--- config.mk ---
export PLATFORM = sky130hd
export DESIGN_NAME = yuv422_fb_writer_flat
export DESIGN_NICKNAME = d
export VERILOG_FILES = /design/src/rtl/yuv422_fb_pkg.sv /design/src/rtl/yuv422_fb_writer_if.sv /design/src/rtl/yuv422_fb_writer.sv /design/src/flat_wrapper.sv
export SDC_FILE = /design/constraint.sdc
export NUM_CORES = 1
export LEC_CHECK = 0
export ABC_AREA = 1
export CORE_MARGIN = 10
export CORE_UTILIZATION = 45
export CTS_CLUSTER_DIAMETER = 60
export DETAILED_ROUTE_END_ITERATION = 8
export HOLD_SLACK_MARGIN = 0.12
export PLACE_DENSITY = 0.76
export REMOVE_ABC_BUFFERS = 1
export SYNTH_ARGS = -nofsm -noshare
export SYNTH_HDL_FRONTEND = slang
export SYNTH_SLANG_ARGS = --single-unit
--- constraint.sdc ---
create_clock -name clk_i -period 1.6 [get_ports clk_i]
set_input_delay 0.24 -clock clk_i [delete_from_list [all_inputs] [get_ports clk_i]]
set_output_delay 0.24 -clock clk_i [all_outputs]
set_load 0.05 [all_outputs]
--- src/rtl/yuv422_fb_pkg.sv ---
// Shared types for the YUV422 framebuffer: pixel/word types, writer FSM states, pixel-pair packing.
package yuv422_fb_pkg;

  localparam int unsigned PIXEL_W = 16;
  localparam int unsigned WORD_W  = 32;

  typedef logic [PIXEL_W-1:0] pixel_t;
  typedef logic [WORD_W-1:0]  word_t;

  typedef enum logic [1:0] {
    IDLE = 2'd0,
    LO   = 2'd1,
    HI   = 2'd2,
    FULL = 2'd3
  } wr_state_e;

  // First pixel lands in the low half so 16-bit reads at 2n / 2n+1 see pixel order.
  function automatic word_t pack_word(input pixel_t hi, input pixel_t lo);
    return {hi, lo};
  endfunction

endpackage

--- src/rtl/yuv422_fb_writer_if.sv ---
// Pixel stream in / RAM write port out of the framebuffer writer; master = source side, slave = writer.
interface yuv422_fb_writer_if
  import yuv422_fb_pkg::*;
#(
  parameter int unsigned LINES = 16
);

  localparam int unsigned AW = $clog2(LINES);

  logic          sof_i;
  pixel_t        px_d_i;
  logic          px_valid_i;
  logic          px_ready_o;
  logic          eof_i;
  logic [AW-1:0] wr_addr_o;
  word_t         wr_d_o;
  logic          wr_en_o;
  logic          busy_o;
  logic          frame_done_o;

  modport master (
    output sof_i, px_d_i, px_valid_i, eof_i,
    input  px_ready_o, wr_addr_o, wr_d_o, wr_en_o, busy_o, frame_done_o
  );

  modport slave (
    input  sof_i, px_d_i, px_valid_i, eof_i,
    output px_ready_o, wr_addr_o, wr_d_o, wr_en_o, busy_o, frame_done_o
  );

endinterface

--- src/rtl/yuv422_fb_writer.sv ---
// Packs a 16-bit YUV422 pixel stream into 32-bit framebuffer words with a registered RAM write port.
// Build option YUV_FB_WR_ODD_FLUSH_EN: flush a trailing odd pixel as {16'h0000, pixel} instead of dropping it.
module yuv422_fb_writer
  import yuv422_fb_pkg::*;
#(
  parameter int unsigned LINES = 16
) (
  input logic              clk_i,
  input logic              rst_i,
  yuv422_fb_writer_if.slave bus
);

  localparam int unsigned AW   = $clog2(LINES);
  localparam logic [AW-1:0] LAST = AW'(LINES - 1);

  wr_state_e     state, state_nxt;
  logic [AW-1:0] word_cnt, word_cnt_nxt;
  pixel_t        hold, hold_nxt;
  logic [AW-1:0] wr_addr_nxt;
  word_t         wr_d_nxt;
  logic          wr_en_nxt;
  logic          done_nxt;
  logic          accept;

  assign accept = bus.px_valid_i && bus.px_ready_o;

  // Next-state and next-output decode; sof overrides everything, including eof.
  always_comb begin
    state_nxt    = state;
    word_cnt_nxt = word_cnt;
    hold_nxt     = hold;
    wr_addr_nxt  = bus.wr_addr_o;
    wr_d_nxt     = bus.wr_d_o;
    wr_en_nxt    = 1'b0;
    done_nxt     = 1'b0;

    if (bus.sof_i) begin
      word_cnt_nxt = '0;
      if (accept) begin
        hold_nxt  = bus.px_d_i;
        state_nxt = HI;
      end else begin
        hold_nxt  = '0;
        state_nxt = LO;
      end
    end else begin
      case (state)
        LO: begin
          if (accept) begin
            if (bus.eof_i) begin
              done_nxt  = 1'b1;
              state_nxt = IDLE;
`ifdef YUV_FB_WR_ODD_FLUSH_EN
              wr_en_nxt   = 1'b1;
              wr_addr_nxt = word_cnt;
              wr_d_nxt    = pack_word(pixel_t'(0), bus.px_d_i);
              if (word_cnt == LAST) state_nxt = FULL;
`endif
            end else begin
              hold_nxt  = bus.px_d_i;
              state_nxt = HI;
            end
          end
        end
        HI: begin
          if (accept) begin
            wr_en_nxt   = 1'b1;
            wr_addr_nxt = word_cnt;
            wr_d_nxt    = pack_word(bus.px_d_i, hold);
            hold_nxt    = '0;
            if (bus.eof_i) begin
              done_nxt  = 1'b1;
              state_nxt = IDLE;
            end else if (word_cnt == LAST) begin
              done_nxt  = 1'b1;
              state_nxt = FULL;
            end else begin
              word_cnt_nxt = word_cnt + AW'(1);
              state_nxt    = LO;
            end
          end
        end
        default: ;
      endcase
    end
  end

  // State and output registers; ready/busy follow the next state so they stay purely registered.
  always_ff @(posedge clk_i or posedge rst_i) begin
    if (rst_i) begin
      state            <= IDLE;
      word_cnt         <= '0;
      hold             <= '0;
      bus.wr_addr_o    <= '0;
      bus.wr_d_o       <= '0;
      bus.wr_en_o      <= 1'b0;
      bus.frame_done_o <= 1'b0;
      bus.px_ready_o   <= 1'b0;
      bus.busy_o       <= 1'b0;
    end else begin
      state            <= state_nxt;
      word_cnt         <= word_cnt_nxt;
      hold             <= hold_nxt;
      bus.wr_addr_o    <= wr_addr_nxt;
      bus.wr_d_o       <= wr_d_nxt;
      bus.wr_en_o      <= wr_en_nxt;
      bus.frame_done_o <= done_nxt;
      bus.px_ready_o   <= (state_nxt == LO) || (state_nxt == HI);
      bus.busy_o       <= (state_nxt == LO) || (state_nxt == HI);
    end
  end

endmodule
--- src/flat_wrapper.sv ---
// flat-port wrapper written by rule: the top's interface ports become plain ports
module yuv422_fb_writer_flat import yuv422_fb_pkg::*;
#(
  parameter int unsigned LINES = 16
)
  (clk_i, rst_i, bus_sof_i, bus_px_d_i, bus_px_valid_i, bus_eof_i, bus_px_ready_o, bus_wr_addr_o, bus_wr_d_o, bus_wr_en_o, bus_busy_o, bus_frame_done_o);
  yuv422_fb_writer_if #(.LINES(LINES)) bus_i ();
  input logic clk_i;
  input logic rst_i;
  input wire logic [$bits(bus_i.sof_i)-1:0] bus_sof_i;
  input wire logic [$bits(bus_i.px_d_i)-1:0] bus_px_d_i;
  input wire logic [$bits(bus_i.px_valid_i)-1:0] bus_px_valid_i;
  input wire logic [$bits(bus_i.eof_i)-1:0] bus_eof_i;
  output wire logic [$bits(bus_i.px_ready_o)-1:0] bus_px_ready_o;
  output wire logic [$bits(bus_i.wr_addr_o)-1:0] bus_wr_addr_o;
  output wire logic [$bits(bus_i.wr_d_o)-1:0] bus_wr_d_o;
  output wire logic [$bits(bus_i.wr_en_o)-1:0] bus_wr_en_o;
  output wire logic [$bits(bus_i.busy_o)-1:0] bus_busy_o;
  output wire logic [$bits(bus_i.frame_done_o)-1:0] bus_frame_done_o;
  assign bus_i.sof_i = bus_sof_i;
  assign bus_i.px_d_i = bus_px_d_i;
  assign bus_i.px_valid_i = bus_px_valid_i;
  assign bus_i.eof_i = bus_eof_i;
  assign bus_px_ready_o = bus_i.px_ready_o;
  assign bus_wr_addr_o = bus_i.wr_addr_o;
  assign bus_wr_d_o = bus_i.wr_d_o;
  assign bus_wr_en_o = bus_i.wr_en_o;
  assign bus_busy_o = bus_i.busy_o;
  assign bus_frame_done_o = bus_i.frame_done_o;
  yuv422_fb_writer #(.LINES(LINES)) u_core (.clk_i(clk_i), .rst_i(rst_i), .bus(bus_i));
endmodule
==> flow_metrics.tcl, run 1 <==
set metrics [dict create \
    drive_gt1_share_pct 25.94 \
    cp.required_ps 1810 \
    fin_crit_sh_pct 94.71 \
    antenna_left 0 \
    cp_top_family "buffers and inverters" \
    grt_pass1_wl_um 9825 \
    synth_top_area_share_pct 58.40 \
    core_um2 5574 \
    tightest_slew_ps 350.7 \
    vdd_drop_max_mv 1.185 \
    rsz0062_at_grt "true" \
    ios 61 \
    report.final.slew_viol_count 0 \
    grt_util_met2_pct 21.58 \
    grt_start_max_net_pins 62 \
    wl_per_cell_um 13.90 \
    synth.distinct_cells 22 \
    max_stage_delay_ps 380 \
    syn-cell-area_um2 2614 \
    wl_um 5824 \
    grt_pass1_vias 2049 \
    drtPass1Iterations 4 \
    clkSlewWorstSetupHoldPaths_ps 60 \
    use_met1_pct 16.27 \
    synthCells 274 \
    synth_edf_count 0 \
    cp_cell_sequence "inv_1 -> ha_1 -> inv_1 -> o21ai_0 -> inv_1 -> buf_4 -> nand3_1 -> o21ai_0" \
    avgSynthCellArea_um2 9.539 \
    power.density_nw_per_um2 2031 \
    synthTopCellsByArea "dfrtp_1 58%, nand2_1 13%, o21ai_2 6.4%" \
    critical_path_class "reg2reg" \
    route.detailed.drc 0 \
    cp.arrival_ps 1730 \
    antenna_cells 0 \
    io_buffers 60 \
    layout.nets 366 \
    busiest_layer "met2" \
    antenna_found_initial 0 \
    hold_violations 0 \
    cts_root_buf "clkbuf_8" \
    place_ws_ps -196.0 \
    cts_tree "yes" \
    cts_hold_buf 0 \
    synth_most_common_cell "nand2_1" \
    synth_top_area_cell "dfrtp_1" \
    dieArea_um2 9256 \
    place_congestion 0.8248 \
    start_util_pct 46.89 \
    max-cap-violations 0 \
    dp.cells 403 \
    htreeDepth 3 \
    track_usage_pct 13.68 \
    dr.first_iter.drc_count 75 \
    vias 2034 \
    cts_setup_buffers 0 \
    numCtsBuffers 9 \
    final_cells 419 \
    rows 27 \
    relSlewSlack_pct 76.62 \
    power_mw 6.801 \
    outcome "completed" \
    die_h_um 96.21 \
    final_core_util_pct 60.09 \
    dp_hpwl_um 4067 \
    vias_per_cell 4.854 \
    yosys_register_bits 61 \
    ys_seq_area_share_pct 58.40 \
    synth_flop_cell "dfrtp_1" \
    clock.fmax_mhz 659.9 \
    use_met3_pct 5.992 \
    cpMostUsedCell "inv_1" \
    path_buf_inv 4 \
    async_flop_share_pct 100.0 \
    grt_overflow_total 0 \
    path_max_fanout 9 \
    fin_skew_ps 3.302 \
    startpoint_type "flop" \
    post-route-min-period_ps 1515 \
    min_path_type "in2async" \
    end_kind "flop" \
    timing.final.ws_setup_ps 84.59 \
    clock_sinks 61 \
    die_x_um 96.21 \
    cpMaxStageDelayCell "dfrtp_1" \
    leakage_nw 1.722 \
    synth_common_cells "89 x nand2_1, 61 x dfrtp_1, 28 x inv_1" \
    syn_to_final_growth_pct 28.15 \
    yosysWarnings 0 \
    clockBufferDepth 2 \
    finalSetupViolations 0 \
    clkLatencyLatePin_ps 330 \
]
[tightest hold or removal path, cell delays in order]
cell             delay (ps)
clkdlybuf4s50_1         410
inv_2                    70
buf_12                  290
[repair_timing]
item / in CTS / in global routing
endpoints found under the setup margin: 36 / 45
gates cloned: 0 / 0
resized for setup: 1 / 4
pin swaps: 0 / 0
[worst paths after layout]
kind	cells past startpoint	slack [ps]	to	start
max	8	80	u_core.hold[0]	u_core.state[0]
min	3	290	u_core.bus.wr_en_o	rst_i
max reg2reg	8	80	u_core.hold[0]	u_core.state[0]
min reg2reg	2	470	u_core.bus.wr_d_o[22]	u_core.bus.wr_d_o[22]
max in group asynchronous	3	1060	u_core.hold[4]	rst_i
min in group clk_i	2	470	u_core.bus.wr_d_o[22]	u_core.bus.wr_d_o[22]
[sequential cells by signal (all words and copies together), names as in the netlist]
| name | count |
|---|---|
| u_core.bus.px_ready_o | 1 |
| u_core.state | 2 |
| u_core.bus.frame_done_o | 1 |
| u_core.bus.wr_en_o | 1 |
| u_core.bus.wr_d_o | 32 |
| u_core.bus.wr_addr_o | 4 |
| u_core.hold | 16 |
| u_core.word_cnt | 4 |
[cell usage in the layout, fill, tap and decap left out, types with 2 or more instances in the layout]
| cell | count |
|---|---|
| o21ai_1 | 3 |
| clkbuf_8 | 9 |
| inv_1 | 27 |
| a21oi_1 | 4 |
| clkinv_2 | 4 |
| inv_2 | 3 |
| o21ai_0 | 19 |
| clkbuf_1 | 2 |
| nand3_1 | 23 |
| dfrtp_1 | 61 |
| buf_4 | 47 |
| ha_1 | 3 |
| clkdlybuf4s50_1 | 20 |
| o21ai_2 | 19 |
| nand2_1 | 89 |
| nor3_1 | 2 |
[metrics by stage]
| stage | setup TNS [ps] | instance area [µm²] | hold WS (ps) |
|---|---|---|---|
| 2_1_floorplan | -34730 | 2507 | 310.3 |
| 3_3_place_gp | -4603 | 3178 | 456.4 |
| 3_5_place_dp | -5934 | 3178 | 460.2 |
| 4_1_cts | 0 | 3339 | 301.9 |
| 5_1_grt | -195.8 | 3349 | 319.6 |
| 6_report | 0 | 3349 | 294.6 |
[area by class of cell]
type                            count  area [µm²]
Fill cell                         502        2225
Sequential cell                    61        1526
Multi-Input combinational cell    170       865.8
Timing Repair Buffer               69       584.3
Clock buffer                       11       131.4
Inverter                           31       123.9
Tap cell                           72       90.09
Clock inverter                      5       27.53
[layer usage]
metal | part of all wire, % | wire [µm]
met5 | 0 | 0
met4 | 1.4 | 81
met3 | 8.9 | 518
met2 | 47 | 2722
met1 | 43 | 2502
[logic make-up after synthesis]
| logic type | count (synthesis) | synth area share (%) |
|---|---|---|
| DFF | 61 | 58.40 |
| adders and majority gates | 3 | 1.436 |
| AOI/OAI and AO/OA | 47 | 11.82 |
| buffers and inverters | 43 | 8.616 |
| and+or+nand+nor | 120 | 19.72 |
[report_power, final]
| group | internal, mW | total, mW | switching [mW] |
|---|---|---|---|
| clock network | 0.551 | 1.12 | 0.569 |
| registers | 2.07 | 2.34 | 0.272 |
| logic | 0.986 | 3.34 | 2.35 |
| total | 3.61 | 6.80 | 3.19 |
No activity file was read; power rests on OpenSTA's default activity.
==> run 2, diff against run 1 <==
Settings changed: ABC_CLOCK_PERIOD_IN_PS set to 1500, PLACE_DENSITY 0.76 to 0.73.
Clock period 1.6 ns to 1.5 ns, I/O delays scaled along.
==> run 2 against run 1 <==
Largest cell class unchanged. Critical path type unchanged. Combinational power grew 28%. Die area unchanged. First-iteration DRC count rose by 25%. Wire length grew 24%. Sequential cell count unchanged. The run now ends with negative setup slack left. Setup slack worse by 110 ps. Global-route usage increased by 0.40 points. Design area grew 16%.
==> flow_metrics.tcl, run 2 (same netlist as run 1, synthesis figures left out) <==
set metrics [dict create \
    clock_sinks 61 \
    die_h_um 96.21 \
    dieArea_um2 9256 \
    startpoint_type "flop" \
    clock.fmax_mhz 655.6 \
    max_stage_delay_ps 400 \
    grt_pass1_vias 2072 \
    drtPass1Iterations 4 \
    largest_register "u_core.bus.wr_d_o" \
    rows 27 \
    ios 61 \
    holdWs_ps 137.3 \
    hold_violations 0 \
    path_buf_inv 6 \
    fin_crit_sh_pct 101.7 \
    die_x_um 96.21 \
    dpl_cell_area_um2 3306 \
    reg.largest.list "u_core.bus.wr_d_o: 32 flops, u_core.hold: 16 flops" \
    post-route-min-period_ps 1525 \
    largest_reg_flops 32 \
    layout_common_cells "76 x nand2_1, 61 x dfrtp_1, 50 x buf_4" \
    cpMostUsedCell "buf_12" \
    finalSetupViolations 20 \
    failed_checks "negative setup slack" \
    cp_top_family "buffers and inverters" \
    dr.first_iter.drc_count 94 \
    wl_per_cell_um 16.54 \
    critical_path_class "reg2reg" \
    vias_per_cell 5.014 \
    track_usage_pct 14.08 \
    fin_skew_ps 4.523 \
    antenna_found_initial 0 \
    grt_start_max_net_pins 56 \
    vdd_drop_max_mv 1.263 \
    power.density_nw_per_um2 2115 \
    numCtsBuffers 9 \
    leakage_nw 1.916 \
    vias 2196 \
    final_common_cell "nand2_1" \
    outcome "finished with violations" \
    cp_cell_sequence "inv_2 -> ha_4 -> inv_2 -> nor2_4 -> inv_4 -> nor2_8 -> buf_12 -> buf_12 -> buf_12 -> nand2_1 -> nand2_1" \
    drive_gt1_share_pct 38.25 \
    cp.arrival_ps 1800 \
    path_max_fanout 10 \
    wl_um 7246 \
    grt_pass1_wl_um 10120 \
    htreeDepth 3 \
    clockBufferDepth 2 \
    cp_num_cells 11 \
    cts_root_buf "clkbuf_8" \
    start_util_pct 46.89 \
    route.detailed.drc 0 \
    tightest_slew_ps 270.2 \
    io_buffers 60 \
    cpMaxStageDelayCell "dfrtp_1" \
    clkLatencyLatePin_ps 340 \
    final_core_util_pct 69.41 \
    place_ws_ps -291.3 \
    timing.final.ws_setup_ps -25.43 \
    cp.required_ps 1780 \
    dp_hpwl_um 4128 \
    seq_area_um2 1526 \
    grt_overflow_total 0 \
    max-cap-violations 0 \
    place_congestion 0.8238 \
    cts_tree "yes" \
    r2r_cells 11 \
    multi_input_area_um2 1003 \
    antenna_left 0 \
    layout.nets 386 \
    num-fill-cells 435 \
    core_um2 5574 \
    rsz0062_at_grt "true" \
    fin_area_um2 3869 \
    syn_to_final_growth_pct 48.01 \
    relSlewSlack_pct 81.96 \
    clkSlewWorstSetupHoldPaths_ps 70 \
    end_kind "flop" \
    report.final.slew_viol_count 0 \
    antenna_cells 0 \
    min_path_type "in2async" \
]
==> run 2: cell count changes in the layout (fill, tap and decap cells not counted), sizes merged <==
| cell | before | now |
|---|---|---|
| buf | 49 | 65 |
| bufinv | 0 | 1 |
| clkinvlp | 1 | 0 |
| inv | 31 | 32 |
| clkinv | 4 | 2 |
| clkbuf | 11 | 15 |
==> run 2: worst reg2reg max path: cells and delay by family, from the launching register on <==
| kind | cells | cell delay (ps) |
|---|---|---|
| and+or+nand+nor | 4 | 350 |
| adders and majority gates | 1 | 130 |
| buffers and inverters | 6 | 580 |
| DFF | 1 | 400 |
==> run 2: path summary, 6_finish.rpt <==
kind                                       start                    end  slack [ps]
hold reg to reg            u_core.bus.wr_d_o[23]  u_core.bus.wr_d_o[23]         470
setup / recovery                 u_core.state[0]  u_core.bus.wr_d_o[28]         -30
setup reg to reg                 u_core.state[0]  u_core.bus.wr_d_o[28]         -30
max in group asynchronous                  rst_i        u_core.hold[15]         910
hold / removal                             rst_i  u_core.bus.wr_d_o[26]         140
min in group clk_i                 bus_px_d_i[9]  u_core.bus.wr_d_o[25]         470
==> run 2: layout make-up <==
class                   instances  area share (%)
clock buffers                  13           3.590
clock inverters                 2          0.9056
inverters                      31           3.752
multi-input cells             170           25.94
flip-flops and latches         61           39.46
well taps                      72           2.329
repair buffers                 87           23.45
repair inverters                2          0.5821
==> run 2: per-layer routing <==
metal  GRT usage, %  wire length [µm]  up-vias
li1               -                 -     1052
met1          16.82              3006     1054
met2          22.09              3565       74
met3          4.669               528       16
met4          7.371               146        0
met5              0                 0        -
==> run 2: report_power, final <==
| part | internal (mW) | leakage [nW] | switching [mW] |
|---|---|---|---|
| clock | 0.758 | 0.0875 | 0.605 |
| combinational | 1.51 | 1.03 | 2.76 |
| sequential | 2.21 | 0.798 | 0.337 |
==> run 2: metrics by stage <==
step	std cells	power (mW)	TNS, ps
2_1_floorplan	262	4.945	-46020
3_3_place_gp	410	6.270	-8573
3_5_place_dp	410	6.352	-10750
4_1_cts	428	7.826	0
5_1_grt	438	8.596	-2584
6_report	438	8.184	-178.6
==> run 2: repair_timing <==
item | in CTS | in global routing
setup endpoints to repair | 52 | 57
cloned | 1 | 4
gates resized for setup | 11 | 59
pin swaps | 2 | 6
hold buffers | 0 | 0
buffers inserted | 2 | 6
endpoints found under the hold margin | 0 | 0
==> run 3, diff against run 2 <==
Settings changed: SKIP_LAST_GASP set to 1.
==> run 3 against run 2 <==
The run still ends with negative setup slack left. Power is essentially flat. Non-clock buffer count grew 3. Clock skew grew 0.82 ps. Wire length is 2.3% higher. Fmax is 1.4% lower. Sequential share of layout area increased by 0.077 points. Cell count increased by 0.91%. Count of clock-buffer cells in the layout is the same. Critical endpoint is now u_core.bus.wr_d_o[6]. Highest routed layer unchanged.
==> flow_metrics.tcl, run 3 (same netlist as run 1, synthesis figures left out) <==
set metrics [dict create \
    reg.largest.list "u_core.bus.wr_d_o: 32 flops, u_core.hold: 16 flops" \
    fin_crit_sh_pct 103.1 \
    layout_common_cells "74 x nand2_1, 61 x dfrtp_1, 53 x buf_4" \
    route.detailed.drc 0 \
    final_common_cell "nand2_1" \
    timing.final.ws_setup_ps -46.80 \
    grt_pass1_wl_um 10120 \
    holdWs_ps 135.1 \
    vdd_drop_max_mv 1.187 \
    vias_per_cell 4.984 \
    place_congestion 0.8238 \
    drtPass1Iterations 4 \
    dieArea_um2 9256 \
    clock_sinks 61 \
    post-route-min-period_ps 1547 \
    outcome "finished with violations" \
    largest_register "u_core.bus.wr_d_o" \
    grt_overflow_total 0 \
    antenna_found_initial 0 \
    finalSetupViolations 24 \
    die_x_um 96.21 \
    clkSlewWorstSetupHoldPaths_ps 70 \
    dr.first_iter.drc_count 107 \
    clkLatencyLatePin_ps 340 \
    seq_area_um2 1526 \
    numCtsBuffers 9 \
    hold_violations 0 \
    core_um2 5574 \
    multi_input_area_um2 945.9 \
    htreeDepth 3 \
    num-fill-cells 425 \
    startpoint_type "flop" \
    die_h_um 96.21 \
    antenna_cells 0 \
    start_util_pct 46.89 \
    rows 27 \
    vias 2203 \
    drive_gt1_share_pct 35.68 \
    rsz0062_at_grt "true" \
    critical_path_class "reg2reg" \
    antenna_left 0 \
    syn_to_final_growth_pct 47.73 \
    wl_um 7411 \
    place_ws_ps -291.3 \
    wl_per_cell_um 16.77 \
    clockBufferDepth 2 \
    ios 61 \
    io_buffers 60 \
    failed_checks "negative setup slack" \
    layout.nets 390 \
    fin_skew_ps 5.344 \
    clock.fmax_mhz 646.5 \
    power.density_nw_per_um2 2118 \
    path_max_fanout 7 \
    largest_reg_flops 32 \
    report.final.slew_viol_count 0 \
    cp.arrival_ps 1770 \
    track_usage_pct 14.08 \
    max-cap-violations 0 \
    cp.required_ps 1720 \
    relSlewSlack_pct 82.69 \
    end_kind "flop" \
    grt_pass1_vias 2072 \
    grt_start_max_net_pins 56 \
    cts_tree "yes" \
    dp_hpwl_um 4128 \
    cts_hold_buf 0 \
    min_path_type "in2async" \
    tightest_slew_ps 259.3 \
    cts_root_buf "clkbuf_8" \
    leakage_nw 1.923 \
]
[run 3: cell count changes in the layout (fill, tap and decap cells not counted), moves of 2 or more]
cell | previous run | this run
nand2_1 | 76 | 74
o21ai_0 | 3 | 8
o21ai_2 | 24 | 20
nand3_2 | 9 | 0
nand2_4 | 0 | 2
buf_4 | 50 | 53
nand3_1 | 13 | 23
[run 3: path summary, 6_finish.rpt]
| check | start | endpoint | slack (ps) | depth (start not counted) |
|---|---|---|---|---|
| min in group clk_i | bus_px_d_i[2] | u_core.bus.wr_d_o[18] | 470 | 3 |
| max in group asynchronous | rst_i | u_core.bus.wr_d_o[5] | 920 | 3 |
| setup reg to reg | u_core.state[0] | u_core.bus.wr_d_o[6] | -50 | 11 |
| hold reg to reg | u_core.bus.wr_d_o[23] | u_core.bus.wr_d_o[23] | 470 | 2 |
| hold / removal | rst_i | u_core.bus.wr_d_o[26] | 140 | 2 |
| setup / recovery | u_core.state[0] | u_core.bus.wr_d_o[6] | -50 | 11 |
[run 3: stage by stage]
step | util, % | std cells | area [µm²] | setup TNS [ps] | power (mW)
2_1_floorplan | - | 262 | 2507 | -46020 | 4.945
3_3_place_gp | 59.30 | 410 | 3306 | -8573 | 6.270
3_5_place_dp | 59.30 | 410 | 3306 | -10750 | 6.352
4_1_cts | 63.61 | 428 | 3546 | -17.36 | 7.825
5_1_grt | 69.27 | 442 | 3861 | -3144 | 8.595
6_report | 69.27 | 442 | 3861 | -350.1 | 8.179
[run 3: critical path, stage by stage, from the launching register on]
cell and delay, ps:
dfrtp_1 390, inv_2 80, ha_4 140, inv_4 40, nor2_4 120, inv_4 60
nor2_8 120, buf_12 120, buf_12 140, clkinv_16 80, nand2_1 70, o21ai_2 60
[run 3: where the power goes]
group	switching, mW	total (mW)	leakage [nW]	internal [mW]
logic	2.73	4.25	1.04	1.52
clock network	0.611	1.37	0.0875	0.759
registers	0.351	2.56	0.798	2.21
[run 3: cell type report]
cell class              instances  area share, %
flip-flops and latches         61          39.53
multi-input cells             170          24.50
repair buffers                 90          24.43
inverters                      31          3.824
clock buffers                  13          3.597
well taps                      72          2.333
clock inverters                 2         0.9073
repair inverters                3         0.8749
[run 3: per-layer routing]
| layer | vias up | share of wire (%) | GRT usage (%) |
|---|---|---|---|
| li1 | 1063 | - | - |
| met4 | 0 | 1.8 | 7.371 |
| met5 | - | 0 | 0 |
| met3 | 12 | 7.0 | 4.669 |
| met1 | 1047 | 42 | 16.82 |
| met2 | 81 | 49 | 22.09 |
[run 3: repair_timing]
| action | CTS | global route |
|---|---|---|
| buffers inserted | 2 | 8 |
| hold endpoints to repair | 0 | 0 |
| gates resized for setup | 10 | 44 |
| gates cloned | 1 | 6 |
| setup endpoints to repair | 52 | 57 |
| pin swaps | 1 | 7 |
==> edit (settings of run 3) <==
Add a define of `YUV_FB_WR_ODD_FLUSH_EN`.
--- a/src/rtl/yuv422_fb_writer.sv
+++ b/src/rtl/yuv422_fb_writer.sv
@@ -1,4 +1,6 @@
 // Packs a 16-bit YUV422 pixel stream into 32-bit framebuffer words with a registered RAM write port.
 // Build option YUV_FB_WR_ODD_FLUSH_EN: flush a trailing odd pixel as {16'h0000, pixel} instead of dropping it.
+`define YUV_FB_WR_ODD_FLUSH_EN
+
 module yuv422_fb_writer
   import yuv422_fb_pkg::*;
Function: changed (a bounded check fails within 4 cycles, from zero or initial values and one cycle with rst_i high).
==> edit against run 3 <==
The flow still finishes with violations (setup timing). Area after synthesis increased by 5.3%. Clock power up 3%. Power rose by 2.6%. Routed wire length grew 2.1%. Count of clock-buffer cells in the layout down 4. Setup slack gained 0.019 ns. Final area increased by 5.6%. Via count rose by 13%. Sequential cell count unchanged. Critical endpoint is now u_core.bus.wr_d_o[7].
==> edit: results (changes against run 3) <==
Worst VDD drop - 0.00136 V (+15%)
Max Clock Skew - 0.00450 ns (-0.000840 ns)
Vias in the first global route - 2386 (+15%)
Cts bufs inserted - 9 (unchanged)
Nets - 431 (+11%)
Mean post-synth cell area - 8.55 um2 (-10%)
Largest cells by area after synthesis - dfrtp_1 (55%), nand2_1 (13%), nand3_1 (7.1%), inv_1 (4.6%), a31oi_1 (3.6%)
Final worst setup slack - -0.0279 ns (+0.0189 ns)
Distinct cells, synth - 22 (unchanged)
Max-Slew Margin vs Limit - 80.0% (-2.7 points)
Outcome - complete, but fails checks
First-pass GRT wire length - 11600 um (+15%)
Post-synthesis sequential area ratio - 55.5% (-2.9 points)
Filler cell count - 437 (+2.8%)
Fraction of layout instances using a drive strength above 1 - 30.8% (-4.9 points)
Final cell count without fillers - 487 (+10%)
Worst path max stage delay - 0.44 ns (+0.05 ns)
WL per Instance - 15.5 um (-7.3%)
# setup viols final - 7 (-71%)
Slowest cell on the critical path - dfrtp_2
Detailed placement HPWL - 4640 um (+12%)
Gr usage total - 14.5% (+0.41 points)
First-iteration detailed-routing DRC count - 183 (+71%)
Cell family with most CP delay - flip-flops
Via count - 2481 (+13%)
Top cell types by occurrence after synthesis - nand2_1 (94), dfrtp_1 (61), nand3_1 (39)
Gpl congestion - 0.875 (+6.2%)
Pleak - 0.00199 uW (+3.6%)
Largest net degree at the start of global routing - 38 (-32%)
DR pass1 iterations - 6 (+2)
Failing checks - setup timing
Congestion Overflow GR - 0 (unchanged)
[edit: cell count changes after synthesis, moves of 2 or more]
cell / delta
clkbuf_1: +3
nand2_1: +5
buf_6: -3
a31oi_1: +16
o21ai_2: -16
buf_2: +6
nor2_1: +20
nand3_1: +16
o21ai_1: -2
inv_1: +6
[edit: cell families (layout without fill, tap and decap cells)]
logic type      Yosys count  after routing  share of synthesized area [%]
buf+inv                  54            144                           9.14
fa+ha+maj                 3              3                           1.36
compound gates           45             45                           10.0
simple gates            159            159                           24.0
flops                    61             61                           55.5
[edit: repair_timing]
item,CTS,global route
endpoints found under the setup margin,37,57
pin swaps,4,8
gates resized for setup,10,50
cloned,2,5
buffers inserted,4,2
[edit: power by group]
group | total (uW) | switching (uW) | internal (uW)
Combinational | 4430 | 2750 | 1670
Sequential | 2550 | 372 | 2180
Clock | 1410 | 651 | 757
Total | 8390 | 3780 | 4610
[edit: final timing paths]
check / start / endpoint / slack (ns) / cells past startpoint
min in group clk_i: u_core.bus.wr_addr_o[1] / u_core.bus.wr_addr_o[1] / 0.48 / 2
worst max-delay path: u_core.state[0] / u_core.bus.wr_d_o[7] / -0.03 / 8
worst max register to register: u_core.state[0] / u_core.bus.wr_d_o[7] / -0.03 / 8
worst min register to register: u_core.bus.wr_addr_o[1] / u_core.bus.wr_addr_o[1] / 0.48 / 2
max in group asynchronous: rst_i / u_core.state[0] / 0.84 / 3
worst min-delay path: rst_i / u_core.bus.wr_d_o[27] / 0.16 / 2
[edit: area by class of cell]
class                      count  area share [%]
clock buffer                   9            3.04
multi-input combinational    207            27.1
inverter                      36            3.44
timing repair buffer          92            25.0
tap                           75            2.30
clock inverter                 7            1.63
sequential                    61            37.5
[edit: worst reg2reg max path, stage by stage (launching register included)]
cell     delay, ns
dfrtp_2       0.44
ha_4          0.19
a21oi_2       0.13
nand2_2       0.07
nor2_4        0.13
buf_6         0.16
buf_12        0.14
nor2_2        0.04
a31oi_1       0.16
[edit: through the flow]
stage | hold slack, ns | cell area (um2) | total power [uW] | setup TNS (ns) | worst slack (ns)
after floorplan | 0.288 | 2640 | 4910 | -64.83 | -1.10
after global placement | 0.463 | 3520 | 6390 | -7.59 | -0.223
after detailed placement | 0.461 | 3520 | 6450 | -9.24 | -0.274
after CTS | 0.169 | 3840 | 8050 | -0.202 | -0.0219
after global routing | 0.187 | 4080 | 8850 | -1.24 | -0.0880
final | 0.157 | 4080 | 8390 | -0.0713 | -0.0279
[edit: metal layers]
| metal | vias to the layer above | wire, um | global-route usage [%] |
|---|---|---|---|
| met5 | - | 0 | 0 |
| met1 | 1181 | 3320 | 18.0 |
| li1 | 1208 | - | - |
| met4 | 0 | 101 | 7.06 |
| met3 | 10 | 540 | 4.72 |
| met2 | 82 | 3610 | 22.2 |
